<file path="src/rtl/cpu_ctrl_fsm_if.sv">
// Control-sequencer bus: instruction ROM, register file, data memory and ALU
// hookups seen from the sequencer (master) and from the datapath (slave).
interface cpu_ctrl_fsm_if #(
  parameter int PC_W = 8
);
  logic [PC_W-1:0] pc;
  logic [8:0]      instr;
  logic [2:0]      alu_op;
  logic [2:0]      rd_addr;
  logic [2:0]      rs_addr;
  logic            rf_we;
  logic            wb_sel;
  logic            mem_re;
  logic            mem_we;
  logic            mem_ready;
  logic            mdr_load;
  logic            jump_flag;
  logic [7:0]      alu_out;

  modport master (
    output pc, alu_op, rd_addr, rs_addr, rf_we, wb_sel, mem_re, mem_we, mdr_load,
    input  instr, mem_ready, jump_flag, alu_out
  );

  modport slave (
    input  pc, alu_op, rd_addr, rs_addr, rf_we, wb_sel, mem_re, mem_we, mdr_load,
    output instr, mem_ready, jump_flag, alu_out
  );
endinterface

</file>
<file path="src/rtl/cpu_ctrl_fsm.sv">
// Multi-cycle control sequencer for the 8-bit core: fetch, decode, execute,
// memory and write-back sequencing, branch steering, cycle/retire counters.
module cpu_ctrl_fsm #(
  parameter int PC_W  = 8,
  parameter int CNT_W = 16
) (
  input  logic             clk,
  input  logic             reset,
  input  logic             start,
  cpu_ctrl_fsm_if.master   bus,
  output logic             done,
  output logic [CNT_W-1:0] cycle_cnt,
  output logic [CNT_W-1:0] instr_cnt
);

  localparam logic [8:0] HALT_INSN = 9'h100;

  typedef enum logic [2:0] {
    S_IDLE, S_FETCH, S_DECODE, S_EXEC, S_MEM, S_WB, S_HALT
  } state_t;

  typedef enum logic [2:0] {
    OP_ADD, OP_XOR, OP_AND, OP_RSL, OP_MOV, OP_LD, OP_ST, OP_BLQZ
  } op_t;

  state_t          state;
  logic [PC_W-1:0] pc_q;
  logic [8:0]      ir;
  op_t             opcode;
  logic            rf_we_q;
  logic            wb_sel_q;
  logic            mem_re_q;
  logic            mem_we_q;
  logic            retire;
  logic            counting;

  assign opcode = op_t'(ir[8:6]);

  assign bus.pc      = pc_q;
  assign bus.alu_op  = ir[8:6];
  assign bus.rd_addr = ir[5:3];
  assign bus.rs_addr = ir[2:0];
  assign bus.rf_we   = rf_we_q;
  assign bus.wb_sel  = wb_sel_q;
  assign bus.mem_re  = mem_re_q;
  assign bus.mem_we  = mem_we_q;

  // MDR must capture in the very cycle the memory completes, so this strobe
  // is decoded from registered state and the live handshake.
  assign bus.mdr_load = (state == S_MEM) && (opcode == OP_LD) && bus.mem_ready;

  // Retire points: HALT decode, BLQZ execute, ST completion, write-back.
  always_comb begin
    retire = 1'b0;
    unique case (state)
      S_DECODE: retire = (ir == HALT_INSN);
      S_EXEC:   retire = (opcode == OP_BLQZ);
      S_MEM:    retire = bus.mem_ready && (opcode == OP_ST);
      S_WB:     retire = 1'b1;
      default:  retire = 1'b0;
    endcase
  end

  assign counting = (state != S_IDLE) && (state != S_HALT);

  // Sequencer: state, PC, IR, registered datapath enables and counters.
  always_ff @(posedge clk) begin
    if (reset) begin
      state     <= S_IDLE;
      pc_q      <= '0;
      ir        <= '0;
      rf_we_q   <= 1'b0;
      wb_sel_q  <= 1'b0;
      mem_re_q  <= 1'b0;
      mem_we_q  <= 1'b0;
      done      <= 1'b0;
      cycle_cnt <= '0;
      instr_cnt <= '0;
    end else begin
      if (counting && cycle_cnt != '1)
        cycle_cnt <= cycle_cnt + CNT_W'(1);
      if (retire && instr_cnt != '1)
        instr_cnt <= instr_cnt + CNT_W'(1);

      unique case (state)
        S_IDLE: begin
          if (start) begin
            state     <= S_FETCH;
            pc_q      <= '0;
            cycle_cnt <= '0;
            instr_cnt <= '0;
          end
        end
        S_FETCH: begin
          ir    <= bus.instr;
          state <= S_DECODE;
        end
        S_DECODE: begin
          if (ir == HALT_INSN) begin
            state <= S_HALT;
            done  <= 1'b1;
          end else begin
            pc_q  <= pc_q + PC_W'(1);
            state <= S_EXEC;
          end
        end
        S_EXEC: begin
          unique case (opcode)
            OP_LD: begin
              mem_re_q <= 1'b1;
              state    <= S_MEM;
            end
            OP_ST: begin
              mem_we_q <= 1'b1;
              state    <= S_MEM;
            end
            OP_BLQZ: begin
              if (bus.jump_flag)
                pc_q <= PC_W'(bus.alu_out);
              state <= S_FETCH;
            end
            default: begin
              rf_we_q  <= 1'b1;
              wb_sel_q <= 1'b0;
              state    <= S_WB;
            end
          endcase
        end
        S_MEM: begin
          if (bus.mem_ready) begin
            mem_re_q <= 1'b0;
            mem_we_q <= 1'b0;
            if (opcode == OP_LD) begin
              rf_we_q  <= 1'b1;
              wb_sel_q <= 1'b1;
              state    <= S_WB;
            end else begin
              state <= S_FETCH;
            end
          end
        end
        S_WB: begin
          rf_we_q  <= 1'b0;
          wb_sel_q <= 1'b0;
          state    <= S_FETCH;
        end
        S_HALT: begin
          if (start) begin
            state     <= S_FETCH;
            pc_q      <= '0;
            cycle_cnt <= '0;
            instr_cnt <= '0;
            done      <= 1'b0;
          end
        end
        default: state <= S_IDLE;
      endcase
    end
  end

endmodule

</file>
<file path="src/flat_wrapper.sv">
// flat-port wrapper written by rule: the top's interface ports become plain ports
module cpu_ctrl_fsm_flat 
#(
  parameter int PC_W  = 8,
  parameter int CNT_W = 16
)
  (clk, reset, start, done, cycle_cnt, instr_cnt, bus_pc, bus_alu_op, bus_rd_addr, bus_rs_addr, bus_rf_we, bus_wb_sel, bus_mem_re, bus_mem_we, bus_mdr_load, bus_instr, bus_mem_ready, bus_jump_flag, bus_alu_out);
  cpu_ctrl_fsm_if #(.PC_W(PC_W)) bus_i ();
  input  logic clk;
  input  logic reset;
  input  logic start;
  output logic done;
  output logic [CNT_W-1:0] cycle_cnt;
  output logic [CNT_W-1:0] instr_cnt;
  output wire logic [$bits(bus_i.pc)-1:0] bus_pc;
  output wire logic [$bits(bus_i.alu_op)-1:0] bus_alu_op;
  output wire logic [$bits(bus_i.rd_addr)-1:0] bus_rd_addr;
  output wire logic [$bits(bus_i.rs_addr)-1:0] bus_rs_addr;
  output wire logic [$bits(bus_i.rf_we)-1:0] bus_rf_we;
  output wire logic [$bits(bus_i.wb_sel)-1:0] bus_wb_sel;
  output wire logic [$bits(bus_i.mem_re)-1:0] bus_mem_re;
  output wire logic [$bits(bus_i.mem_we)-1:0] bus_mem_we;
  output wire logic [$bits(bus_i.mdr_load)-1:0] bus_mdr_load;
  input wire logic [$bits(bus_i.instr)-1:0] bus_instr;
  input wire logic [$bits(bus_i.mem_ready)-1:0] bus_mem_ready;
  input wire logic [$bits(bus_i.jump_flag)-1:0] bus_jump_flag;
  input wire logic [$bits(bus_i.alu_out)-1:0] bus_alu_out;
  assign bus_pc = bus_i.pc;
  assign bus_alu_op = bus_i.alu_op;
  assign bus_rd_addr = bus_i.rd_addr;
  assign bus_rs_addr = bus_i.rs_addr;
  assign bus_rf_we = bus_i.rf_we;
  assign bus_wb_sel = bus_i.wb_sel;
  assign bus_mem_re = bus_i.mem_re;
  assign bus_mem_we = bus_i.mem_we;
  assign bus_mdr_load = bus_i.mdr_load;
  assign bus_i.instr = bus_instr;
  assign bus_i.mem_ready = bus_mem_ready;
  assign bus_i.jump_flag = bus_jump_flag;
  assign bus_i.alu_out = bus_alu_out;
  cpu_ctrl_fsm #(.PC_W(PC_W), .CNT_W(CNT_W)) u_core (.clk(clk), .reset(reset), .start(start), .bus(bus_i), .done(done), .cycle_cnt(cycle_cnt), .instr_cnt(instr_cnt));
endmodule
</file>
<file path="config.mk">
export PLATFORM = sky130hd
export DESIGN_NAME = cpu_ctrl_fsm_flat
export DESIGN_NICKNAME = d
export VERILOG_FILES = /design/src/rtl/cpu_ctrl_fsm_if.sv /design/src/rtl/cpu_ctrl_fsm.sv /design/src/flat_wrapper.sv
export SDC_FILE = /design/constraint.sdc
export NUM_CORES = 1
export LEC_CHECK = 0
export BUFFER_PORTS_ARGS = -buffer_cell sky130_fd_sc_hd__buf_2
export CORE_AREA = 2 2 86 88
export DETAILED_ROUTE_END_ITERATION = 10
export DIE_AREA = 0 0 88 90
export GPL_ROUTABILITY_DRIVEN = 0
export GPL_TIMING_DRIVEN = 1
export PLACE_DENSITY = 0.68
export REMOVE_ABC_BUFFERS = 1
export SLEW_MARGIN = 25
export SYNTH_ARGS = -nofsm -noshare
export SYNTH_HDL_FRONTEND = slang
export SYNTH_SLANG_ARGS = --single-unit
</file>
<file path="constraint.sdc">
create_clock -name clk -period 4.4 [get_ports clk]
set_input_delay 0.22 -clock clk [delete_from_list [all_inputs] [get_ports clk]]
set_output_delay 0.22 -clock clk [all_outputs]
set_load 0.005 [all_outputs]
</file>
# After elaboration in Yosys (flattened, before gate mapping)
# Cells that the tools add are included.
# classes
n_addsub,3
eq_ne,24
muxes,31
reduce_logical,21
# op_table
cell,n
$mux 16,6
$add 16x1->16 const B,2
$mux 8,4
$ne 16x16->1 const B,2
$pmux 8 s3,1
$eq 3x3->1 const B,6
$pmux 3 s6,1
$mux 3,4
$ne 2x2->1 const B,6
$ne 2x1->1 const B,5
$eq 9x9->1 const B,1
$reduce_and 3->1,3
$reduce_bool 3->1,3
$add 8x1->8 const B,1
$mux 1,8
$eq 3x2->1 const B,2
$logic_and 1x1->1,6
$pmux 1 s2,3
$pmux 1 s3,2
$pmux 3 s2,1
$reduce_and 5->1,1
$pmux 1 s4,1
$reduce_and 4->1,1
$reduce_bool 2->1,2
other kinds (6),7
# totals
register_bits,57
input_bits,22
out_inout_bits,55
word_cells,89

# Logic depth before layout (Yosys ltp)
# Gate-level depths: netlist of the first run.
# depth
word_depth,7
ltp_mapped,8
depth_no_buf,6

# Least setup slack after synthesis of the first run
# No wires, ideal clock.
# synth_timing
kind,reg2reg
from,register u_core.ir[6]
to,register u_core.instr_cnt[14]
setup_time_ns,0.070
arrival_ns,1.680
required_ns,4.330
path_slack_ns,2.650
stages_incl_launch_ff,8
n_path_buf,2
period_less_slack_ns,1.750
path_cell_list,dfxtp_1 -> buf_2 -> nand3b_1 -> o22a_1 -> and3_4 -> buf_6 -> or4_1 -> a21oi_1
# synth_via
elab_chain_len,7
word_cells_on_any_way,9
classes_between,eq/ne (3); mux (4); reduce/logical (2)
# synth_lines
element,line_no,source
from (decl),cpu_ctrl_fsm.sv:28,logic [8:0] ir;
from (signal assigned),cpu_ctrl_fsm.sv:95,ir <= bus.instr;
$eq 3x3->1,cpu_ctrl_fsm.sv:58,S_MEM: retire = bus.mem_ready && (opcode == OP_ST);
$logic_and 1x1->1,cpu_ctrl_fsm.sv:58,
$pmux 1 s4 *,cpu_ctrl_fsm.sv:55,unique case (state)
$logic_and 1x1->1 *,cpu_ctrl_fsm.sv:82,if (retire && instr_cnt != '1)
$mux 16 *,cpu_ctrl_fsm.sv:82,
$mux 16,"cpu_ctrl_fsm.sv:87, cpu_ctrl_fsm.sv:148",
$mux 16 *,n/a,
to (signal assigned),cpu_ctrl_fsm.sv:83,instr_cnt <= instr_cnt + CNT_W'(1);
to (decl),cpu_ctrl_fsm.sv:13,output logic [CNT_W-1:0] instr_cnt
# Mark *: on every way between the ends. The rest lies on a longest branch, timed or not.
# A chain may end at the register's enable or synchronous reset.

# Worst setup path in the final report of the first run
# layout_timing
from,register u_core.state[2]
to,register u_core.instr_cnt[8]
# layout_via
elab_chain_len,6
word_cells_on_any_way,12
classes_between,eq/ne (5); mux (4); reduce/logical (3)
# layout_lines
element,line_no,source
from (decl),cpu_ctrl_fsm.sv:26,state_t state;
from (signal assigned),cpu_ctrl_fsm.sv:69,state <= S_IDLE;
from (signal assigned),cpu_ctrl_fsm.sv:88,state <= S_FETCH;
from (signal assigned),cpu_ctrl_fsm.sv:96,state <= S_DECODE;
$eq 3x3->1 / $eq 3x2->1 (equally long branches),cpu_ctrl_fsm.sv:55,
$pmux 1 s4,cpu_ctrl_fsm.sv:55,
$logic_and 1x1->1,cpu_ctrl_fsm.sv:82,
$mux 16,cpu_ctrl_fsm.sv:82,
$mux 16,"cpu_ctrl_fsm.sv:87, cpu_ctrl_fsm.sv:148",
$mux 16 *,n/a,
# Marks and branches as above.

==> results.tsv, run 1 <==
stage	metric	value	unit
worst_setup_path	peak fanout along the critical path	31	
clock_network	clk sinks	57	
detailed_routing	TritonRoute pass-1 iters	4	
finish	Area Overhead vs Synth	19.4	%
worst_setup_path	required time worst endpoint	4.65	ns
clock_network	H-tree lvl count	3	
timing	Fin Clk Skew	0.00678	ns
synthesis	Synth top area share	0.372	
clock_network	# Post-CTS Setup Buffers	0	
worst_setup_path	CP top delay family	simple AND/OR/NAND/NOR gates	
clock_network	Clock Tree Buf Depth	2	
power_and_ir_drop	switching share of power	0.354	
grt	initial antenna violation count	0	
timing	measured slew at the worst slew-check pin	0.751	ns
clock_network	clock root buffer	clkbuf_8	
grt	largest net degree at the start of global routing	32	
worst_setup_path	CP peak stage delay	0.75	ns
synthesis	fraction of registers with async set/reset	0	
worst_setup_path	start of the worst register-to-register path	u_core.state[2]	
floorplanning	die area	7920	sq um
clock_network	hold buffers post-CTS	0	
detailed_routing	DR WL/cell	13.2	microns
clock_network	CTS tree	built	
floorplanning	die height	90	microns
timing	setup TNS	0	ns
finish	FF+latch area	1140	sq um
finish	commonest cells after routing, fill and taps aside	76 x buf_2, 57 x dfxtp_1, 43 x nor2_1	
floorplanning	Die Width	88	microns
worst_setup_path	slowest library cell on the worst path	dfxtp_1	
place	IO buf count	76	
timing	Tmin final	2.30	ns
synthesis	largest cells by area after synthesis	dfxtp_1 37%, a21oi_1 6.0%, nor2_1 5.3%	
place	dpl cells	534	
synthesis	FF+latch count, synth	57	
power_and_ir_drop	P_int	1.09	mW
power_and_ir_drop	Comb pwr share	0.296	
outcome	status	complete, no violations	
timing	Slew HR	0.495	
grt	GR Layer Usage met3	0.0634	
floorplanning	Initial Util	0.436	
floorplanning	# rows	31	
power_and_ir_drop	Seq pwr share	0.411	
place	Worst Setup Slack post-DPL	1.88	ns
finish	nets	471	
clock_network	worst-skew pair later-pin latency	0.33	ns
finish	share of cells above drive strength 1	0.220	
power_and_ir_drop	leakage	1.43	nW
timing	f_max	434	MHz
power_and_ir_drop	Power Density	462	nW/um^2
detailed_routing	First DRT Iteration DRCs	168	
worst_setup_path	crit-path cells	nand4bb_1 -> o22a_1 -> and3_4 -> or4_1 -> a21oi_1	
floorplanning	Core Box Area	7020	sq um
worst_setup_path	Setup crit start kind	flop	
synthesis	Cells after Synth	381	
timing	final period utilization	0.523	
detailed_routing	drt total wl	7.26	mm
clock_network	Post-CTS Resized	0	
power_and_ir_drop	Clk pwr share	0.292	
worst_setup_path	critical path type	reg2reg	
clock_network	Clock transition at path regs	0.06	ns
timing	max-slew violation count	0	
detailed_routing	vias per cell	5.39	
timing	Fin. Hold Viols	0	
synthesis	synthesized cell area	3060	sq um
grt	M2 GR Usage	0.284	
place	Post-DP HPWL	5.07	mm
worst_setup_path	crit end category	flop	
floorplanning	I/O pin count	77	
grt	number of global-route vias before repair	2509	
detailed_routing	DRC	0	
synthesis	synthesized area per cell	8.04	sq um
synthesis	EDFF count, synth	0	
detailed_routing	post-route ant nets	0	
finish	commonest non-fill, non-tap cell in the layout	buf_2	
timing	Min Hold Slack	0.118	ns
synthesis	sequential area share after synthesis	0.372	
grt	GRT Total Usage	0.188	
worst_setup_path	Worst EP arrival	2.56	ns
grt	first-pass GRT wire length	11.9	mm
grt	routing usage on met1	0.247	
finish	Layout fillers	687	
finish	post-route insts no fill	549	
synthesis	area leader, netlist	dfxtp_1	
synthesis	Most used DFF post-synth	dfxtp_1	
timing	RSZ-0062 raised after global routing	false	
power_and_ir_drop	Sw Pwr	0.598	mW
synthesis	YS warnings	0	
place	Placed Area	3460	sq um
finish	footprint of the multi-input gates	1790	sq um
grt	gr ovfl total	0	
detailed_routing	via count	2958	
timing	Setup violations, final	0	
worst_setup_path	Crit. Startpoint	u_core.state[2]	
min_path	Worst Hold Launch	bus_instr[0]	
min_path	worst min path class	in2reg	
clock_network	CTS Buf Count	9	
run	Max Cap Viol	0	
finish	Final Instance Area	3660	sq um
timing	setup ws final	2.10	ns
worst_setup_path	WP buf/inv	0	
finish	# diodes	0	
synthesis	Synth cell types	58	
power_and_ir_drop	Max VDD drop	0.000311	V
grt	Most Used Layer, Global Route	met2	
==> final timing paths <==
path	endpoint	slack [ns]	cells past startpoint
worst max-delay path	u_core.instr_cnt[8]	2.10	5
worst max register to register	u_core.instr_cnt[8]	2.10	5
worst min register to register	u_core.bus.mem_we	0.48	2
worst min-delay path	u_core.ir[0]	0.12	3
==> cell type report <==
| type | count | area share |
|---|---|---|
| Clock buffer | 12 | 0.0424 |
| Timing Repair Buffer | 77 | 0.106 |
| Clock inverter | 3 | 0.0109 |
| Tap cell | 99 | 0.0339 |
| Multi-Input combinational cell | 295 | 0.489 |
| Sequential cell | 57 | 0.312 |
| Inverter | 6 | 0.00616 |
==> Yosys cell counts (3+ instances only) <==
cell type,count
dfxtp_1,57
nor2_1,43
nand3b_1,3
ha_1,3
nand2_1,35
or4_1,7
buf_2,8
nand4_1,13
xor2_1,9
o31ai_1,3
nor4_1,4
nor3_1,8
xnor2_1,11
o21ai_0,21
nor2b_1,5
o211ai_1,4
inv_1,6
nand2b_1,5
nand3_1,16
mux2i_1,10
clkbuf_1,10
a311oi_1,5
and4_1,4
a21oi_1,37
or3_1,11
==> power groups by stage <==
stage	Clock [mW]	Combinational (mW)	Sequential, mW
2_1_floorplan	0	0.349	0.687
3_3_place_gp	0	0.489	0.701
3_5_place_dp	0	0.498	0.706
4_1_cts	0.511	0.502	0.694
5_1_grt	0.535	0.562	0.713
6_report	0.493	0.500	0.695
==> state kept, by name, indices dropped and copies added (netlist names) <==
name / cells
u_core.bus.pc: 8
u_core.ir: 9
u_core.bus.wb_sel: 1
u_core.bus.rf_we: 1
u_core.state: 3
u_core.bus.mem_re: 1
u_core.done: 1
u_core.bus.mem_we: 1
u_core.instr_cnt: 16
u_core.cycle_cnt: 16
==> per-layer routing <==
layer,part of all wire,up-vias
met5,0,-
met4,0.014,0
met3,0.059,9
met2,0.45,75
met1,0.48,1349
li1,-,1525
==> metrics by stage <==
step | util | power (mW)
after floorplan | - | 1.04
after global placement | 0.493 | 1.19
after detailed placement | 0.493 | 1.20
after CTS | 0.521 | 1.71
after global routing | 0.521 | 1.81
final | 0.521 | 1.69
==> worst reg2reg max path, stage by stage, from the launching register on <==
cell       delay (ns)
dfxtp_1          0.75
nand4bb_1        0.27
o22a_1           0.26
and3_4           0.27
or4_1            0.53
a21oi_1          0.15
==> kinds of logic after synthesis <==
logic type               share of synthesized area
AND/OR/NAND/NOR                              0.289
AO/OA/AOI/OAI                                0.192
flip-flops                                   0.372
buffers and inverters                       0.0449
XOR/XNOR                                    0.0572
multiplexers                                0.0327
adder cells (fa/ha/maj)                     0.0123
Note: power is estimated with default switching activity, not from simulation.
==> run 2, diff against run 1 <==
- PLACE_DENSITY: 0.68 -> 0.71
- clock period: 4.4 -> 2 ns (I/O delays scaled with it)
==> results.tsv, run 2 (synthesis gave the netlist of run 1 again) <==
stage	metric	value	unit
grt	GRT Total Usage	0.208	
grt	number of global-route vias before repair	2943	
timing	Min Hold Slack	0.0972	ns
clock_network	CTS tree	built	
power_and_ir_drop	P_int	2.56	mW
finish	nets	503	
timing	Slew HR	0.579	
power_and_ir_drop	Comb pwr share	0.340	
timing	setup ws final	0.0986	ns
floorplanning	die area	7920	sq um
clock_network	Clock transition at path regs	0.07	ns
timing	f_max	526	MHz
place	Worst Setup Slack post-DPL	0.108	ns
timing	Tmin final	1.90	ns
worst_setup_path	critical path type	reg2reg	
detailed_routing	via count	3167	
min_path	worst min path class	in2reg	
clock_network	H-tree lvl count	3	
floorplanning	Initial Util	0.436	
power_and_ir_drop	leakage	1.59	nW
floorplanning	I/O pin count	77	
worst_setup_path	Worst EP arrival	2.18	ns
finish	# diodes	0	
timing	max-slew violation count	0	
floorplanning	Core Box Area	7020	sq um
worst_setup_path	slowest library cell on the worst path	or4_1	
clock_network	clock root buffer	clkbuf_8	
clock_network	worst-skew pair later-pin latency	0.34	ns
floorplanning	Die Width	88	microns
clock_network	Clock Tree Buf Depth	2	
power_and_ir_drop	Max VDD drop	0.000662	V
finish	Layout fillers	661	
worst_setup_path	R2R Path End	u_core.instr_cnt[8]	
grt	initial antenna violation count	0	
min_path	Worst Hold Launch	reset	
run	Max Cap Viol	0	
power_and_ir_drop	Power Total	3.94	mW
detailed_routing	DRC	0	
worst_setup_path	FF-to-FF setup slack	0.1	ns
finish	final core utilization	0.562	
detailed_routing	vias per cell	5.44	
power_and_ir_drop	Seq pwr share	0.372	
worst_setup_path	CP peak stage delay	0.52	ns
floorplanning	die height	90	microns
worst_setup_path	peak fanout along the critical path	14	
floorplanning	# rows	31	
timing	Setup violations, final	0	
finish	share of cells above drive strength 1	0.259	
worst_setup_path	start of the worst register-to-register path	u_core.state[1]	
worst_setup_path	crit end category	flop	
clock_network	CTS Buf Count	9	
timing	final period utilization	0.951	
power_and_ir_drop	Clk pwr share	0.289	
detailed_routing	drt total wl	8.05	mm
timing	Fin Clk Skew	0.00974	ns
finish	commonest non-fill, non-tap cell in the layout	buf_2	
place	Placed Area	3610	sq um
min_path	WHS Path Cells	3	
finish	commonest cells after routing, fill and taps aside	76 x buf_2, 56 x dfxtp_1, 43 x nor2_1	
clock_network	clk sinks	57	
timing	RSZ-0062 raised after global routing	true	
detailed_routing	First DRT Iteration DRCs	129	
worst_setup_path	Reg2Reg Depth	5	
power_and_ir_drop	Sw Pwr	1.38	mW
detailed_routing	post-route ant nets	0	
grt	largest net degree at the start of global routing	32	
place	IO buf count	76	
power_and_ir_drop	switching share of power	0.350	
min_path	hold endpoint	u_core.bus.pc[6]	
worst_setup_path	Setup crit start kind	flop	
place	dpl cells	553	
finish	Final Instance Area	3940	sq um
grt	first-pass GRT wire length	13.3	mm
worst_setup_path	crit-path cells	nand3b_1 -> o22a_1 -> and3_4 -> or4_1 -> a21oi_1	
grt	gr ovfl total	0	
finish	Area Overhead vs Synth	28.7	%
detailed_routing	TritonRoute pass-1 iters	5	
place	Post-DP HPWL	5.56	mm
finish	Top Registers	u_core.cycle_cnt x16, u_core.instr_cnt x16, u_core.ir x9	
power_and_ir_drop	Power Density	1000	nW/um^2
detailed_routing	DR WL/cell	13.8	microns
timing	measured slew at the worst slew-check pin	0.625	ns
timing	Fin. Hold Viols	0	
finish	post-route insts no fill	582	
outcome	status	complete, no violations	
timing	setup TNS	0	ns
worst_setup_path	required time worst endpoint	2.27	ns
## run 2: layout make-up
class | instances | area (sq um) | area share
Clock buffer | 14 | 173 | 0.0438
Sequential cell | 57 | 1140 | 0.290
Clock inverter | 2 | 35.0 | 0.00889
Inverter | 6 | 22.5 | 0.00571
Tap cell | 99 | 124 | 0.0314
Timing Repair Buffer | 108 | 643 | 0.163
Multi-Input combinational cell | 296 | 1800 | 0.457
## run 2: power groups by stage
stage | registers (mW) | logic (mW) | clock network, mW
floorplan | 1.51 | 0.769 | 0
global placement | 1.47 | 1.28 | 0
detailed placement | 1.49 | 1.30 | 0
CTS | 1.46 | 1.33 | 1.15
global route | 1.50 | 1.50 | 1.22
finish | 1.47 | 1.34 | 1.14
## run 2: how the worst max path moves through the flow
stage,end,from,cells after the start
2_1_floorplan,u_core.ir[0],u_core.state[0],3
3_3_place_gp,u_core.instr_cnt[13],u_core.state[2],6
3_5_place_dp,u_core.instr_cnt[8],u_core.state[2],6
4_1_cts,u_core.instr_cnt[8],u_core.state[2],6
5_1_grt,u_core.instr_cnt[13],u_core.ir[4],5
6_report,u_core.instr_cnt[8],u_core.state[1],5
## run 2: metal layers
layer,share of wire,track usage,vias to the layer above
met5,0,0,-
met4,0.018,0.0885,0
met3,0.056,0.0597,12
met2,0.48,0.323,91
met1,0.45,0.265,1475
li1,-,-,1589
## run 2: what timing repair did
action | CTS | global route
hold endpoints to repair | 9 | 0
hold buffers | 9 | 0
buffers inserted | 0 | 3
resized for setup | 0 | 3
endpoints found under the setup margin | 0 | 9
## run 2: critical path: cells and delay by family, from the launching register on
family           cells  cell delay [ns]
flip-flops           1             0.48
AND/OR/NAND/NOR      3             0.92
AO/OA/AOI/OAI        2             0.44
==> run 3, diff against run 2 <==
- ABC_AREA: default -> 1
- CORE_AREA: 2 2 86 88 -> 2 2 87 89
- DIE_AREA: 0 0 88 90 -> 0 0 89 91
- PLACE_DENSITY: 0.71 -> 0.7
==> results.tsv, run 3 <==
stage	metric	value	unit
power_and_ir_drop	Max VDD drop	0.000595	V
power_and_ir_drop	P_int	2.41	mW
power_and_ir_drop	Comb pwr share	0.390	
power_and_ir_drop	Clk pwr share	0.217	
worst_setup_path	R2R Path End	u_core.instr_cnt[4]	
clock_network	Clock Tree Buf Depth	2	
finish	# diodes	0	
power_and_ir_drop	switching share of power	0.421	
timing	Fin. Hold Viols	0	
floorplanning	Die Width	89	microns
timing	Min Hold Slack	0.0505	ns
synthesis	synthesized area per cell	6.38	sq um
finish	nets	599	
floorplanning	# rows	31	
clock_network	clock root buffer	clkbuf_8	
detailed_routing	via count	3240	
worst_setup_path	slowest library cell on the worst path	dfxtp_1	
synthesis	fraction of registers with async set/reset	0	
worst_setup_path	cell repeated most along the worst path	nand2_1	
finish	FF+latch area	1140	sq um
finish	Top Registers	u_core.cycle_cnt x16, u_core.instr_cnt x16, u_core.ir x9	
worst_setup_path	CP peak stage delay	0.40	ns
timing	Slew HR	0.653	
worst_setup_path	FF-to-FF setup slack	0.28	ns
worst_setup_path	Worst EP arrival	1.99	ns
place	IO buf count	76	
synthesis	area leader, netlist	dfxtp_1	
worst_setup_path	peak fanout along the critical path	17	
detailed_routing	First DRT Iteration DRCs	100	
timing	final period utilization	0.859	
floorplanning	die height	91	microns
worst_setup_path	Setup crit start kind	flop	
clock_network	worst-skew pair later-pin latency	0.34	ns
synthesis	FF+latch count, synth	57	
timing	Setup violations, final	0	
timing	Tmin final	1.72	ns
synthesis	synthesized cell area	3120	sq um
detailed_routing	DRC	0	
timing	RSZ-0062 raised after global routing	false	
finish	commonest non-fill, non-tap cell in the layout	nand2_1	
place	Post-DP HPWL	5.50	mm
synthesis	largest cells by area after synthesis	dfxtp_1 37%, nand2_1 14%, nor2_1 13%	
worst_setup_path	crit end category	flop	
worst_setup_path	Reg2Reg Depth	9	
synthesis	EDFF count, synth	0	
detailed_routing	vias per cell	4.78	
synthesis	Synth cell types	30	
clock_network	Clock transition at path regs	0.07	ns
finish	footprint of the multi-input gates	1710	sq um
synthesis	Synth top area share	0.366	
grt	number of global-route vias before repair	3006	
worst_setup_path	crit-path cells	ha_1 -> nand2_1 -> nor2_4 -> nand3_1 -> nor2_2 -> inv_2 -> nand2_1 -> o21ai_0 -> nor2_1	
finish	Final Instance Area	3810	sq um
floorplanning	Core Box Area	7140	sq um
place	Placed Area	3570	sq um
timing	max-slew violation count	0	
finish	Layout fillers	735	
grt	GRT Total Usage	0.197	
synthesis	YS warnings	0	
finish	share of cells above drive strength 1	0.190	
worst_setup_path	Crit. Startpoint	u_core.instr_cnt[0]	
timing	Fin Clk Skew	0.00906	ns
finish	commonest cells after routing, fill and taps aside	117 x nand2_1, 107 x nor2_1, 76 x buf_2	
run	Max Cap Viol	0	
floorplanning	I/O pin count	77	
timing	setup TNS	0	ns
detailed_routing	drt total wl	7.63	mm
worst_setup_path	critical path type	reg2reg	
finish	Area Overhead vs Synth	22.2	%
timing	measured slew at the worst slew-check pin	0.518	ns
detailed_routing	DR WL/cell	11.3	microns
synthesis	Most used DFF post-synth	dfxtp_1	
grt	first-pass GRT wire length	12.9	mm
synthesis	sequential area share after synthesis	0.366	
min_path	worst min path class	in2reg	
clock_network	H-tree lvl count	3	
power_and_ir_drop	Sw Pwr	1.75	mW
detailed_routing	TritonRoute pass-1 iters	4	
worst_setup_path	Critical Path End	u_core.instr_cnt[4]	
grt	initial antenna violation count	0	
synthesis	Cells after Synth	488	
clock_network	clk sinks	57	
floorplanning	die area	8100	sq um
power_and_ir_drop	Power Density	1090	nW/um^2
grt	gr ovfl total	0	
worst_setup_path	start of the worst register-to-register path	u_core.instr_cnt[0]	
synthesis	top post-synthesis cells by count	117 x nand2_1, 107 x nor2_1, 57 x dfxtp_1	
timing	f_max	582	MHz
clock_network	CTS Buf Count	9	
floorplanning	Initial Util	0.437	
grt	largest net degree at the start of global routing	28	
clock_network	CTS tree	built	
worst_setup_path	required time worst endpoint	2.28	ns
power_and_ir_drop	Seq pwr share	0.393	
outcome	status	complete, no violations	
detailed_routing	post-route ant nets	0	
synthesis	most frequent cell after synthesis	nand2_1	
power_and_ir_drop	leakage	1.69	nW
==> run 3: cell types whose count changed after synthesis, moves of 8 or more <==
cell,before,now
or3_1,11,0
nand2_1,35,117
inv_1,6,44
mux2i_1,10,0
xnor2_1,11,3
nand3_1,16,37
nor2_1,43,107
==> run 3: area by class of cell <==
class	instances	area share
clock inverter	4	0.00526
inverter	48	0.0473
clock buffer	12	0.0355
sequential	57	0.300
timing repair buffer	89	0.130
multi-input combinational	369	0.450
tap	99	0.0325
==> run 3: timing repair <==
item / CTS / global route
buffers inserted: 0 / 0
gates resized for setup: 0 / 2
setup endpoints to repair: 0 / 15
hold endpoints to repair: 7 / 0
hold buffers: 7 / 0
==> run 3: per-stage QoR <==
stage / util / power [mW] / worst slack [ns] / std cells
6_report: 0.533 / 4.17 / 0.282 / 678
5_1_grt: 0.533 / 4.53 / 0.0438 / 678
4_1_cts: 0.532 / 4.17 / 0.0615 / 678
3_5_place_dp: 0.501 / 3.25 / 0.0666 / 655
3_3_place_gp: 0.501 / 3.20 / 0.139 / 655
2_1_floorplan: - / 2.70 / -0.0142 / 474
==> run 3: kinds of logic after synthesis <==
family | Yosys count | synth area share
AND/OR/NAND/NOR | 293 | 0.395
AO/OA/AOI/OAI | 65 | 0.117
flip-flops | 57 | 0.366
adder cells (fa/ha/maj) | 3 | 0.0120
XOR/XNOR | 8 | 0.0225
buffers and inverters | 62 | 0.0875
==> run 3: worst min path at each step <==
stage | startpoint | to | slack (ns) | depth (start not counted)
2_1_floorplan | reset | u_core.bus.mem_re | 0.17 | 1
3_3_place_gp | bus_instr[2] | u_core.ir[2] | 0.32 | 3
3_5_place_dp | bus_instr[3] | u_core.ir[3] | 0.33 | 3
4_1_cts | bus_instr[7] | u_core.ir[7] | 0.04 | 3
5_1_grt | bus_instr[7] | u_core.ir[7] | 0.07 | 3
6_report | bus_instr[7] | u_core.ir[7] | 0.05 | 3
==> run 3: layer usage <==
metal  GRT usage  up-vias  routed length, microns  part of all wire
li1            -     1729                       -                 -
met1       0.254     1409                    3610              0.47
met2       0.313       87                    3410              0.45
met3      0.0373       15                     456             0.060
met4      0.0920        0                     154             0.020
met5           0        -                       0                 0
==> run 3: critical path, delay by kind of cell, from the launching register on <==
family                   cells  cell delay, ns
flip-flops                   1            0.40
buffers and inverters        1            0.15
AO/OA/AOI/OAI                1            0.09
adder cells (fa/ha/maj)      1            0.21
AND/OR/NAND/NOR              6            0.80
==> run 3: power by group through the flow <==
stage / clock [mW] / combinational (mW) / sequential [mW]
finish: 0.904 / 1.62 / 1.64
global placement: 0 / 1.56 / 1.64
CTS: 0.927 / 1.61 / 1.63
floorplan: 0 / 1.07 / 1.63
detailed placement: 0 / 1.59 / 1.65
global route: 0.979 / 1.86 / 1.68
